## config.mk

```make
export PLATFORM = sky130hd
export DESIGN_NAME = fmul_iter_seq
export DESIGN_NICKNAME = d
export VERILOG_FILES = /design/src/rtl/fmul_pkg.sv /design/src/rtl/fmul_shift_add.sv /design/src/rtl/fmul_iter_seq.sv
export SDC_FILE = /design/constraint.sdc
export NUM_CORES = 1
export LEC_CHECK = 0
export ABC_CLOCK_PERIOD_IN_PS = 6900
export BUFFER_PORTS_ARGS = -buffer_cell sky130_fd_sc_hd__buf_2
export CORE_MARGIN = 3
export CORE_UTILIZATION = 50
export CTS_BUF_LIST = sky130_fd_sc_hd__clkbuf_4 sky130_fd_sc_hd__clkbuf_8
export DETAILED_ROUTE_END_ITERATION = 8
export GPL_ROUTABILITY_DRIVEN = 0
export PLACE_DENSITY = 0.68
export SLEW_MARGIN = 20
export SYNTH_ARGS = -nofsm -noshare
export SYNTH_HDL_FRONTEND = slang
export SYNTH_HIERARCHICAL = 1
export SYNTH_SLANG_ARGS = --single-unit
```

## constraint.sdc

```tcl
create_clock -name clk -period 6.9 [get_ports clk]
set_input_delay 1.035 -clock clk [delete_from_list [all_inputs] [get_ports clk]]
set_output_delay 1.035 -clock clk [all_outputs]
set_load 0.005 [all_outputs]
```

## src/rtl/fmul_pkg.sv

```systemverilog
// -----------------------------------------------------------------------------
// fmul_pkg
// Shared definitions for the iterative floating-point multiplier:
//   - default field widths and exponent bias
//   - sequencer state encodings (IDLE, MUL, NORM, DONE)
//   - packed fp_t view of a default-width operand
//   - bit positions inside the 2-bit flags output
// No ports (package).
// -----------------------------------------------------------------------------
package fmul_pkg;

   localparam int unsigned FP_SIGN_W = 1;
   localparam int unsigned FP_EXPO_W = 8;
   localparam int unsigned FP_MANT_W = 23;
   localparam int unsigned FP_BIAS   = (2 ** (FP_EXPO_W - 1)) - 1;

   // Sequencer states
   localparam logic [1:0] StIdle = 2'd0;
   localparam logic [1:0] StMul  = 2'd1;
   localparam logic [1:0] StNorm = 2'd2;
   localparam logic [1:0] StDone = 2'd3;

   // flags = {ovf, udf}
   localparam int unsigned FLAG_OVF = 1;
   localparam int unsigned FLAG_UDF = 0;

   typedef struct packed {
      logic                 sign;
      logic [FP_EXPO_W-1:0] exp;
      logic [FP_MANT_W-1:0] mant;
   } fp_t;

endpackage

```

## src/rtl/fmul_shift_add.sv

```systemverilog
// -----------------------------------------------------------------------------
// fmul_shift_add
// Iterative unsigned mantissa multiplier. start loads the multiplicand and
// multiplier and clears the accumulator; each step retires BITS_PER_CYC
// multiplier bits (LSB first) by adding the shifted multiplicand into the
// accumulator. After (MANT_W+1)/BITS_PER_CYC steps prod holds the full product.
// Ports:
//   clk     in   clock
//   rst_n   in   synchronous active-low reset
//   start   in   load operands, clear accumulator
//   step    in   retire BITS_PER_CYC multiplier bits
//   mcand   in   MANT_W+1   multiplicand {hidden, mant}
//   mplier  in   MANT_W+1   multiplier   {hidden, mant}
//   prod    out  2*MANT_W+2 accumulated product
// -----------------------------------------------------------------------------
module fmul_shift_add #(
   parameter int unsigned MANT_W       = 23,
   parameter int unsigned BITS_PER_CYC = 1
) (
   input  logic                  clk,
   input  logic                  rst_n,
   input  logic                  start,
   input  logic                  step,
   input  logic [MANT_W:0]       mcand,
   input  logic [MANT_W:0]       mplier,
   output logic [2*MANT_W+1:0]   prod
);

   localparam int unsigned M = MANT_W + 1;
   localparam int unsigned P = 2 * MANT_W + 2;

   logic [P-1:0] mcand_q;
   logic [M-1:0] mplier_q;
   logic [P-1:0] acc_q;
   logic [P-1:0] acc_step;

   always_comb begin
      acc_step = acc_q;
      for (int j = 0; j < int'(BITS_PER_CYC); j++) begin
         if (mplier_q[j]) begin
            acc_step = acc_step + (mcand_q << j);
         end
      end
   end

   always_ff @(posedge clk) begin
      if (!rst_n) begin
         mcand_q  <= '0;
         mplier_q <= '0;
         acc_q    <= '0;
      end else if (start) begin
         mcand_q  <= {{(P - M){1'b0}}, mcand};
         mplier_q <= mplier;
         acc_q    <= '0;
      end else if (step) begin
         acc_q    <= acc_step;
         mcand_q  <= mcand_q << BITS_PER_CYC;
         mplier_q <= mplier_q >> BITS_PER_CYC;
      end
   end

   assign prod = acc_q;

endmodule

```

## src/rtl/fmul_iter_seq.sv

```systemverilog
// -----------------------------------------------------------------------------
// fmul_iter_seq
// Low-area floating-point multiplier: one operation in flight, mantissa
// product formed by fmul_shift_add over (MANT_W+1)/BITS_PER_CYC cycles, then a
// one-bit normalisation, truncation, exponent range check and packing.
// FSM: IDLE -> MUL -> NORM -> DONE -> IDLE. Result appears N+2 edges after the
// accepting edge (N = MUL cycles).
// Optional feature macro: FMUL_ITER_SPECIAL_EN
//   defined   : zero/inf/NaN operands are resolved in IDLE and go straight to
//               DONE (out_valid one edge after accept).
//   undefined : every operand is treated as normal with hidden bit 1.
// Ports:
//   clk        in   clock
//   rst_n      in   synchronous active-low reset
//   in_valid   in   operand pair valid
//   in_ready   out  high only in IDLE
//   op_a, op_b in   operands {sign, exp, mant}
//   out_valid  out  result valid, held until out_ready
//   out_ready  in   consumer accepts result
//   result     out  packed product
//   flags      out  {ovf, udf}
// -----------------------------------------------------------------------------
module fmul_iter_seq
   import fmul_pkg::*;
#(
   parameter int unsigned SIGN_W       = FP_SIGN_W,
   parameter int unsigned EXPO_W       = FP_EXPO_W,
   parameter int unsigned MANT_W       = FP_MANT_W,
   parameter int unsigned BITS_PER_CYC = 1
) (
   input  logic                            clk,
   input  logic                            rst_n,
   input  logic                            in_valid,
   output logic                            in_ready,
   input  logic [SIGN_W+EXPO_W+MANT_W-1:0] op_a,
   input  logic [SIGN_W+EXPO_W+MANT_W-1:0] op_b,
   output logic                            out_valid,
   input  logic                            out_ready,
   output logic [SIGN_W+EXPO_W+MANT_W-1:0] result,
   output logic [1:0]                      flags
);

   localparam int unsigned W     = SIGN_W + EXPO_W + MANT_W;
   localparam int unsigned N     = (MANT_W + 1) / BITS_PER_CYC;
   localparam int unsigned CNT_W = (N > 1) ? $clog2(N) : 1;
   localparam int unsigned P     = 2 * MANT_W + 2;
   localparam int unsigned EW    = EXPO_W + 2;

   localparam logic [CNT_W-1:0]     CNT_LAST = CNT_W'(N - 1);
   localparam logic signed [EW-1:0] BIAS_E   = EW'((2 ** (EXPO_W - 1)) - 1);
   localparam logic signed [EW-1:0] E_MAX    = EW'((2 ** EXPO_W) - 1);

   // Operand fields
   logic              sa, sb;
   logic [EXPO_W-1:0] ea_in, eb_in;
   logic [MANT_W-1:0] ma_in, mb_in;

   assign sa    = op_a[W-1];
   assign sb    = op_b[W-1];
   assign ea_in = op_a[MANT_W +: EXPO_W];
   assign eb_in = op_b[MANT_W +: EXPO_W];
   assign ma_in = op_a[MANT_W-1:0];
   assign mb_in = op_b[MANT_W-1:0];

   // State
   logic [1:0]              state_q, state_d;
   logic [CNT_W-1:0]        cnt_q, cnt_d;
   logic                    sign_q, sign_d;
   logic [EXPO_W-1:0]       ea_q, ea_d, eb_q, eb_d;
   logic [MANT_W-1:0]       nmant_q, nmant_d;
   logic signed [EW-1:0]    e_q, e_d;
   logic [W-1:0]            result_q, result_d;
   logic [1:0]              flags_q, flags_d;
   logic                    out_valid_q, out_valid_d;

   logic                    start;
   logic [P-1:0]            prod;

   fmul_shift_add #(
      .MANT_W       (MANT_W),
      .BITS_PER_CYC (BITS_PER_CYC)
   ) u_shift_add (
      .clk    (clk),
      .rst_n  (rst_n),
      .start  (start),
      .step   (state_q == StMul),
      .mcand  ({1'b1, ma_in}),
      .mplier ({1'b1, mb_in}),
      .prod   (prod)
   );

   // Special-operand classification
   logic         is_special;
   logic [W-1:0] special_res;

`ifdef FMUL_ITER_SPECIAL_EN
   logic a_zero, a_inf, a_nan, b_zero, b_inf, b_nan;

   always_comb begin
      a_zero = (ea_in == '0);
      b_zero = (eb_in == '0);
      a_inf  = (&ea_in) && (ma_in == '0);
      b_inf  = (&eb_in) && (mb_in == '0);
      a_nan  = (&ea_in) && (ma_in != '0);
      b_nan  = (&eb_in) && (mb_in != '0);
      is_special  = a_zero | b_zero | a_inf | b_inf | a_nan | b_nan;
      special_res = '0;
      if (a_nan || b_nan || (a_zero && b_inf) || (a_inf && b_zero)) begin
         special_res = {1'b0, {EXPO_W{1'b1}}, 1'b1, {(MANT_W-1){1'b0}}};
      end else if (a_inf || b_inf) begin
         special_res = {sa ^ sb, {EXPO_W{1'b1}}, {MANT_W{1'b0}}};
      end else begin
         special_res = {sa ^ sb, {EXPO_W{1'b0}}, {MANT_W{1'b0}}};
      end
   end
`else
   assign is_special  = 1'b0;
   assign special_res = '0;
`endif

   // Normalisation: product of two [1,2) mantissas lies in [1,4); top bit is the carry
   logic                 carry;
   logic [MANT_W-1:0]    mant_norm;
   logic signed [EW-1:0] e_norm;
   logic                 unused_prod_lsbs;

   assign carry     = prod[P-1];
   assign mant_norm = carry ? prod[2*MANT_W -: MANT_W] : prod[2*MANT_W-1 -: MANT_W];
   assign e_norm    = $signed({2'b00, ea_q}) + $signed({2'b00, eb_q}) - BIAS_E
                      + $signed({{(EW-1){1'b0}}, carry});
   // Low product bits are discarded by truncation
   assign unused_prod_lsbs = ^prod[MANT_W-1:0];

   // Range check on the registered exponent, done in the first DONE cycle so the
   // compare does not sit behind the exponent adder.
   logic ovf, udf;
   assign ovf = !e_q[EW-1] && (e_q >= E_MAX);
   assign udf = e_q[EW-1] || (e_q == '0);

   always_comb begin
      state_d     = state_q;
      cnt_d       = cnt_q;
      sign_d      = sign_q;
      ea_d        = ea_q;
      eb_d        = eb_q;
      nmant_d     = nmant_q;
      e_d         = e_q;
      result_d    = result_q;
      flags_d     = flags_q;
      out_valid_d = out_valid_q;
      start       = 1'b0;

      case (state_q)
         StIdle: begin
            if (in_valid) begin
               sign_d = sa ^ sb;
               ea_d   = ea_in;
               eb_d   = eb_in;
               if (is_special) begin
                  result_d    = special_res;
                  flags_d     = '0;
                  out_valid_d = 1'b1;
                  state_d     = StDone;
               end else begin
                  start   = 1'b1;
                  cnt_d   = '0;
                  state_d = StMul;
               end
            end
         end
         StMul: begin
            if (cnt_q == CNT_LAST) begin
               cnt_d   = '0;
               state_d = StNorm;
            end else begin
               cnt_d = cnt_q + CNT_W'(1);
            end
         end
         StNorm: begin
            nmant_d = mant_norm;
            e_d     = e_norm;
            state_d = StDone;
         end
         StDone: begin
            if (!out_valid_q) begin
               flags_d = '0;
               if (ovf) begin
                  result_d          = {sign_q, {(EXPO_W-1){1'b1}}, 1'b0, {MANT_W{1'b1}}};
                  flags_d[FLAG_OVF] = 1'b1;
               end else if (udf) begin
                  result_d          = {sign_q, {EXPO_W{1'b0}}, {MANT_W{1'b0}}};
                  flags_d[FLAG_UDF] = 1'b1;
               end else begin
                  result_d = {sign_q, e_q[EXPO_W-1:0], nmant_q};
               end
               out_valid_d = 1'b1;
            end else if (out_ready) begin
               out_valid_d = 1'b0;
               state_d     = StIdle;
            end
         end
         default: state_d = StIdle;
      endcase
   end

   always_ff @(posedge clk) begin
      if (!rst_n) begin
         state_q     <= StIdle;
         cnt_q       <= '0;
         sign_q      <= 1'b0;
         ea_q        <= '0;
         eb_q        <= '0;
         nmant_q     <= '0;
         e_q         <= '0;
         result_q    <= '0;
         flags_q     <= '0;
         out_valid_q <= 1'b0;
      end else begin
         state_q     <= state_d;
         cnt_q       <= cnt_d;
         sign_q      <= sign_d;
         ea_q        <= ea_d;
         eb_q        <= eb_d;
         nmant_q     <= nmant_d;
         e_q         <= e_d;
         result_q    <= result_d;
         flags_q     <= flags_d;
         out_valid_q <= out_valid_d;
      end
   end

   assign in_ready  = (state_q == StIdle);
   assign out_valid = out_valid_q;
   assign result    = result_q;
   assign flags     = flags_q;

endmodule
```

=== Word-level counts from Yosys, hierarchy flattened ===
Index checks and enable logic that the tools add are counted.

* Bits in registers: 212
* Latch bits: 0
* RAM bits: 0
* Memory bits (read-only): 0
* Input port bits: 68
* Output and inout bits: 36
* Logic and storage cells: 66
* Memories: 0

* Add/sub/neg operators: 5
* Multiply operators: 0
* Div/mod/pow operators: 0
* Order comparisons: 1
* Eq/ne operators: 8
* Shifts and indexed selects: 0
* Muxes and demuxes: 22
* Bitwise logic cells: 3
* Reduce and logical (&&, ||, !) cells: 13

{| class="wikitable"
|+ Operator list
! kind !! number
|-
| 2-to-1 mux 24 bit || 4
|-
| 2-to-1 mux 31 bit || 2
|-
| adder 48 bit || 1
|-
| 2-to-1 mux 23 bit || 1
|-
| adder 10 x 2 -> 10 bit || 1
|-
| greater-or-equal comparator 10 x 9 -> 1 bit, second input constant || 1
|-
| logical NOT 10 bit || 1
|-
| 2-to-1 mux 5 bit || 2
|-
| case mux 5 bit (2 select lines) || 1
|-
| subtractor 9 x 7 -> 10 bit, second input constant || 1
|-
| adder 8 x 8 -> 9 bit || 1
|-
| 2-to-1 mux 2 bit || 4
|-
| != test 2 bit, second input constant || 4
|-
| case mux 2 bit (4 select lines) || 1
|-
| AND reduction 2 bit || 4
|-
| 2-to-1 mux 1 bit || 7
|-
| adder 5 x 1 -> 5 bit, second input constant || 1
|-
| == test 5 bit, second input constant || 1
|-
| == test 2 bit, second input constant || 2
|-
| AND reduction 4 bit || 1
|-
| nonzero test 2 bit || 2
|-
| == test 2 x 1 -> 1 bit, second input constant || 1
|-
| logical NOT 2 bit || 1
|-
| NOT 1 bit || 2
|-
| other kinds (5) || 5
|}

=== Depth between registers and ports, before layout ===
Gate-level depths: netlist (run 1).

* Depth after elaboration: 4
* Mapped depth: 13
* Gate-level depth less buffers: 11

=== Cells and area by module ===
Netlist (run 1), hierarchy kept.

{| class="wikitable"
|+ By module, submodules not included
! module !! instances !! cells each !! area an instance (um^2) !! seq. area each (um^2)
|-
| fmul_shift_add || 1 || 924 || 7455.9 || 2402.3
|-
| fmul_iter_seq || 1 || 486 || 4264.1 || 1841.8
|}

=== Worst setup path before layout (run 1) ===
OpenSTA, ideal clock, no wires.

* Path type: reg-to-reg
* Start: reg u_shift_add.acc_q[6] (netlist: u_shift_add/prod[6])
* End: reg u_shift_add.acc_q[47] (netlist: u_shift_add/prod[47])
* Library setup time: 0.115 ns
* Data arrival time: 2.692 ns
* Data required time: 6.785 ns
* Path slack: 4.093 ns
* Cell stages (with the launch flop): 11
* Path buffers: 0
* Period minus slack after synthesis: 2.807 ns
* Path through: dfxtp_1 -> ha_1 -> and4_1 -> and3_1 -> a221o_1 -> a2111oi_2 -> o21ai_2 -> a32oi_2 -> mux2_4 -> and3_1 -> o21a_1

* Longest elaborated chain between the ends: 1

{| class="wikitable"
|+ RTL lines
! what !! line !! RTL
|-
| start, declared || fmul_shift_add.sv:34 || <nowiki>logic [P-1:0] acc_q;</nowiki>
|-
| start signal, assigned || fmul_shift_add.sv:56 || <nowiki>acc_q <= acc_step;</nowiki>
|-
| adder 48 bit || fmul_shift_add.sv:41 || <nowiki>acc_step = acc_step + (mcand_q << j);</nowiki>
|}

No other way between the ends.
A chain may end at the register's enable or synchronous reset.

=== Final worst setup path (run 1) ===
* Start: reg state_q[0]
* End: reg u_shift_add.acc_q[46] (netlist: u_shift_add/prod[46])

* Longest elaborated chain between the ends: 3
* Elaborated cells on any way between the ends: 5
* Those cells by class: eq/ne (1); mux (1); reduce/logical (3)

{| class="wikitable"
|+ RTL lines
! what !! line !! RTL
|-
| start, declared || fmul_iter_seq.sv:66 || <nowiki>logic [1:0] state_q, state_d;</nowiki>
|-
| start signal, assigned || fmul_iter_seq.sv:208 || <nowiki>state_q <= StIdle;</nowiki>
|-
| start signal, assigned || fmul_iter_seq.sv:219 || <nowiki>state_q <= state_d;</nowiki>
|-
| logical NOT 2 bit || fmul_iter_seq.sv:153 || <nowiki>case (state_q)</nowiki>
|-
| 2-to-1 mux 1 bit || fmul_iter_seq.sv:153 ||
|-
| OR reduction 2 bit (no source line) || -- ||
|}

Several ways; a longest one is shown, not always the timed one.

==> results of run 1 <==
==> cell usage in the layout (no fill, tap or decap), types with 4 or more instances in the layout <==
master / n
a211oi_1: 36
a21o_1: 26
a21oi_1: 113
a22oi_1: 4
a31oi_1: 25
a31oi_2: 11
and2_1: 52
and3_1: 5
and4_1: 5
buf_2: 103
buf_4: 7
clkbuf_4: 11
clkbuf_8: 47
dfxtp_1: 212
ha_1: 66
inv_1: 29
mux2i_1: 97
nand2_1: 245
nand3_1: 21
nand4_1: 12
nand4b_1: 4
nor2_1: 105
nor2b_1: 9
nor3_1: 6
o211ai_1: 6
o21a_1: 12
o21ai_0: 73
o21ai_1: 12
o21bai_1: 14
o31a_1: 4
o31ai_1: 4
xnor2_1: 27
xor2_1: 9
==> layout make-up <==
cell class                      count  area share
Tap cell                          313      0.0299
Sequential cell                   212       0.324
Timing Repair Buffer              110      0.0434
Inverter                           31     0.00898
Multi-Input combinational cell   1084       0.533
Clock inverter                      3     0.00516
Clock buffer                       58      0.0557
==> per-layer routing <==
metal | vias up | share of wire | routed length (um) | global-route usage
li1 | 5129 | - | - | -
met1 | 4554 | 0.50 | 13100 | 0.289
met2 | 221 | 0.44 | 11300 | 0.314
met3 | 46 | 0.042 | 1100 | 0.0297
met4 | 0 | 0.019 | 507 | 0.0581
met5 | - | 0 | 0 | 0
==> worst min-delay path, delay by kind of cell (launching register included) <==
kind / cells / cell delay, ps
DFF: 1 / 310
AOI/OAI and AO/OA: 1 / 50
and+or+nand+nor: 1 / 50
==> state kept, by name, summed over array words and instances, names as in the netlist <==
register	flops
sign_q	1
ea_q	8
nmant_q	23
e_q	10
u_shift_add/prod	48
state_q	2
result	32
u_shift_add/mplier_q	24
out_valid	1
cnt_q	5
eb_q	8
flags	2
u_shift_add/mcand_q	48
==> logic make-up after synthesis <==
family / count (synthesis)
AO/OA/AOI/OAI: 386
AND/OR/NAND/NOR: 491
adder cells (fa/ha/maj): 70
other: 1
XOR/XNOR: 36
flip-flops: 212
multiplexers: 99
buffers and inverters: 115
==> stage by stage <==
stage	instance area [um^2]	instances	power, W
6_report	13100	1811	0.00376
5_1_grt	13100	1811	0.00401
4_1_cts	13100	1811	0.00381
3_5_place_dp	12300	1750	0.00256
3_3_place_gp	12300	1750	0.00253
2_1_floorplan	11700	1411	0.00235
==> power by group <==
part,leakage [nW],switching (W),internal [W]
combinational,3.10,0.000613,0.000415
clock,0.417,0.000487,0.000740
sequential,1.72,0.000116,0.00139
total,5.24,0.00122,0.00255
==> path summary, 6_finish.rpt <==
| path | to |
|---|---|
| worst max-delay path | u_shift_add/prod[46] |
| worst min-delay path | u_shift_add/prod[16] |
| worst max register to register | u_shift_add/prod[46] |
| worst min register to register | u_shift_add/prod[16] |
==> results.json, run 1 <==
{
  "ys_seq_area_frac": 0.362,
  "rsz0062_at_grt": "no",
  "tightest_slew_ps": 1020,
  "status": "complete, no violations",
  "cts_buffers": 37,
  "peakVddDrop_uv": 188,
  "dp_hpwl_um": 18300,
  "timing.final.crit_share": 0.482,
  "cts_setup_buffers": 0,
  "wirelength_um": 26100,
  "synth_mux_area_frac": 0.0851,
  "cts_hold_buf": 0,
  "cpPeakStageDelay_ps": 760,
  "hold_start": "u_shift_add/prod[16]",
  "routedWlPerCell_um": 14.4,
  "synth-adder-area-share": 0.0760,
  "rr_startpoint": "state_q[0]",
  "synth_top_family_by_area": "compound AO/OA/AOI/OAI gates",
  "grt_usage": 0.201,
  "hold_ws_ps": 456,
  "grt_overflow": 0,
  "powerDensity_nw_per_um2": 287,
  "r2r_slack_ps": 3580,
  "synthTopCellsByArea": "dfxtp_1 36%, mux2i_1 8.3%, nand2_1 7.8%",
  "route.detailed.drc": 0,
  "timing.final.hold_violations": 0,
  "cp_cell_sequence": "inv_1 > ha_1 > nand2_1 > clkinv_2 > nand2b_2 > buf_4 > nor2_1 > nand2_1 > nor3b_1 > a221oi_1 > nand3_1",
  "die_width_um": 159,
  "fin_setup_tns_ps": 0,
  "dieHeight_um": 159,
  "synth.distinct_cells": 85,
  "synthFlopType": "dfxtp_1",
  "max_freq_mhz": 301,
  "clk_pin_slew_worst_paths_ps": 60,
  "synth_top_area_frac": 0.362,
  "crit_path_end_kind": "flip-flop",
  "crit_buf_inv": 3,
  "synth-xor-area-share": 0.0269,
  "fin_ws_ps": 3580,
  "tritoncts": "yes",
  "viasPerCell": 5.49,
  "required_ps": 7350,
  "path_depth": 11,
  "cpMaxStageDelayCell": "nor2_1",
  "area.sequential_um2": 4240,
  "drive_above_1_share": 0.139,
  "cpLargestDelayFamily": "simple AND/OR/NAND/NOR gates",
  "hold_depth": 2,
  "synth_edf_count": 0,
  "synth_common_cells": "245 x nand2_1, 212 x dfxtp_1, 113 x a21oi_1",
  "nFillCells": 2128,
  "path_max_fanout": 59,
  "post_cts_resize_count": 0,
  "nNetsFinal": 1614,
  "ys_warn_count": 6,
  "critPathArrivalTime_ps": 3770,
  "p_leak_nw": 5.24,
  "yosysTopAreaCell": "dfxtp_1",
  "synthArstFlopShare": 0,
  "final-setup-viol-count": 0,
  "worstSetupPathType": "reg -> reg",
  "min_period_ps": 3320,
  "slew_headroom": 0.322,
  "pre_cts_ws_ps": 3290,
  "r2r_cells": 11,
  "first_iter_violations": 647,
  "antenna_found_initial": 0,
  "cap_violations": 0,
  "startpoint": "state_q[0]",
  "synth_seq_cells": 212,
  "hold_path.class": "reg -> reg",
  "initial_core_util": 0.513,
  "antenna_left": 0,
  "grt_pass1_vias": 9280,
  "syn_area_um2": 11700,
  "ioPinCount": 104,
  "start_kind": "flip-flop",
  "post-route-util": 0.573,
  "row_count": 55,
  "coreArea_um2": 22800,
  "antennaDiodeCount": 0,
  "slew_viol_final": 0,
  "multi_input_area_um2": 6970,
  "synthSimpleGateAreaFrac": 0.189,
  "dr.pass1.iters": 5,
  "crit_path_frequent_cell": "nand2_1",
  "port-buffer-count": 103,
  "clk_latency_ps": 520,
  "syn_to_final_growth_pct": 11.7,
  "synth_compound_area_frac": 0.216,
  "syn_area_per_cell_um2": 8.31,
  "cts_sinks": 212,
  "grt_max_degree": 115,
  "syn_inst": 1410,
  "grt_first_pass_wirelength_um": 44400,
  "ctsLongestPathBuffers": 3,
  "h-tree-depth": 2,
  "synth.most_common_cell": "nand2_1",
  "via_count": 9950,
  "die_area_um2": 25300,
  "clockRootBuffer": "clkbuf_8",
  "fin_skew_ps": 14.9
}
No activity file was read; power rests on OpenSTA's default activity.
==> run 2: changes to the inputs <==
- ABC_CLOCK_PERIOD_IN_PS: 6900 -> 2960
- PLACE_DENSITY: 0.68 -> 0.7
- clock period: 6.9 -> 2.96 ns (I/O delays scaled with it)
==> run 2 against run 1 <==
Against the previous run:
- setup slack worse by 3400 ps
- critical path type unchanged
- sequential power up 130%
- clock skew up 5.2 ps
==> results.json, run 2 (synthesized netlist as in run 1, its figures left out) <==
{
  "min_period_ps": 2830,
  "startpoint": "u_shift_add/mcand_q[6]",
  "grt_pass1_vias": 9313,
  "grt_usage": 0.203,
  "h-tree-depth": 2,
  "grt_overflow": 0,
  "timing.final.hold_violations": 0,
  "path_max_fanout": 5,
  "cp_cell_sequence": "ha_4 > and4_1 > and3_1 > a221o_1 > a2111oi_4 > o21ai_2 > a32oi_2 > mux2_4 > and3_1 > o21a_1",
  "viasPerCell": 5.49,
  "antennaDiodeCount": 0,
  "grt_max_degree": 113,
  "die_width_um": 159,
  "clockRootBuffer": "clkbuf_8",
  "cpPeakStageDelay_ps": 410,
  "max_freq_mhz": 354,
  "first_iter_violations": 776,
  "antenna_left": 0,
  "post-route-util": 0.581,
  "antenna_found_initial": 1,
  "final_common_cell": "nand2_1",
  "tritoncts": "yes",
  "route.detailed.drc": 0,
  "hold_path.class": "in -> reg",
  "cpMaxStageDelayCell": "dfxtp_1",
  "routedWlPerCell_um": 14.5,
  "crit_path_frequent_cell": "and3_1",
  "nFillCells": 2146,
  "dr.pass1.iters": 5,
  "critPathArrivalTime_ps": 3250,
  "coreArea_um2": 22800,
  "cap_violations": 0,
  "status": "complete, no violations",
  "port-buffer-count": 103,
  "post-place-cells": 1770,
  "dieHeight_um": 159,
  "die_area_um2": 25300,
  "ioPinCount": 104,
  "clk_latency_ps": 530,
  "via_count": 10037,
  "hold_ws_ps": 142,
  "crit_buf_inv": 0,
  "stdcell_count": 1828,
  "worstSetupPathType": "reg -> reg",
  "hold_start": "out_ready",
  "grt_first_pass_wirelength_um": 44800,
  "row_count": 55,
  "nNetsFinal": 1633,
  "p_leak_nw": 5.28,
  "tightest_slew_ps": 916,
  "slew_viol_final": 0,
  "wirelength_um": 26400,
  "fin_ws_ps": 134,
  "cts_buffers": 36,
  "initial_core_util": 0.513,
  "pre_cts_ws_ps": 21.7,
  "start_kind": "flip-flop",
  "peakVddDrop_uv": 450,
  "final-setup-viol-count": 0,
  "p_total_w": 0.00858,
  "timing.final.crit_share": 0.955,
  "drive_above_1_share": 0.158,
  "cts_hold_buf": 0,
  "clk_pin_slew_worst_paths_ps": 60,
  "cts_sinks": 212,
  "powerDensity_nw_per_um2": 646,
  "ctsLongestPathBuffers": 3,
  "crit_path_end_kind": "flip-flop",
  "cpLargestDelayFamily": "compound AO/OA/AOI/OAI gates",
  "required_ps": 3390,
  "syn_to_final_growth_pct": 13.2,
  "layout_common_cells": "245 x nand2_1, 212 x dfxtp_1, 111 x a21oi_1",
  "slew_headroom": 0.389,
  "fin_skew_ps": 20.1,
  "rr_startpoint": "u_shift_add/mcand_q[6]",
  "dp_hpwl_um": 18500
}
[run 2: worst reg2reg max path: stages (launching register included)]
cell and delay (ps):
dfxtp_1 410, ha_4 250, and4_1 210, and3_1 200, a221o_1 390, a2111oi_4 330
o21ai_2 110, a32oi_2 190, mux2_4 320, and3_1 180, o21a_1 160
[run 2: cell type report]
type	instances	area, um^2	area share
Sequential cell	212	4240	0.320
Multi-Input combinational cell	1084	7110	0.536
Inverter	31	118	0.00886
Tap cell	313	392	0.0295
Clock inverter	3	21.3	0.00160
Timing Repair Buffer	130	718	0.0541
Clock buffer	55	669	0.0505
[run 2: routing by layer]
metal | global-route usage | wire (um) | up-vias
li1 | - | - | 5174
met1 | 0.290 | 13300 | 4595
met2 | 0.310 | 11300 | 229
met3 | 0.0382 | 1350 | 37
met4 | 0.0625 | 491 | 2
met5 | 0 | 7 | -
[run 2: repair_timing]
| action | 4_1_cts | 5_1_grt |
|---|---|---|
| resized for setup | 0 | 22 |
| endpoints found under the setup margin | 0 | 10 |
| buffers inserted | 0 | 0 |
| endpoints found under the hold margin | 0 | 0 |
[run 2: power breakdown]
part           internal, W  total, W  switching, W
registers          0.00324   0.00352      0.000280
clock network      0.00143   0.00258       0.00115
logic              0.00102   0.00248       0.00146
[run 2: path summary, 6_finish.rpt]
path                     endpoint  slack [ps]  cells after the start
max          u_shift_add/prod[47]         130                     10
min                     out_valid         140                      2
max reg2reg  u_shift_add/prod[47]         130                     10
min reg2reg               ea_q[7]         450                      2
[run 2: per-stage QoR]
step / cell area [um^2] / TNS, ps
2_1_floorplan: 11700 / 0
3_3_place_gp: 12400 / 0
3_5_place_dp: 12400 / 0
4_1_cts: 13100 / 0
5_1_grt: 13300 / -5.79
6_report: 13300 / 0
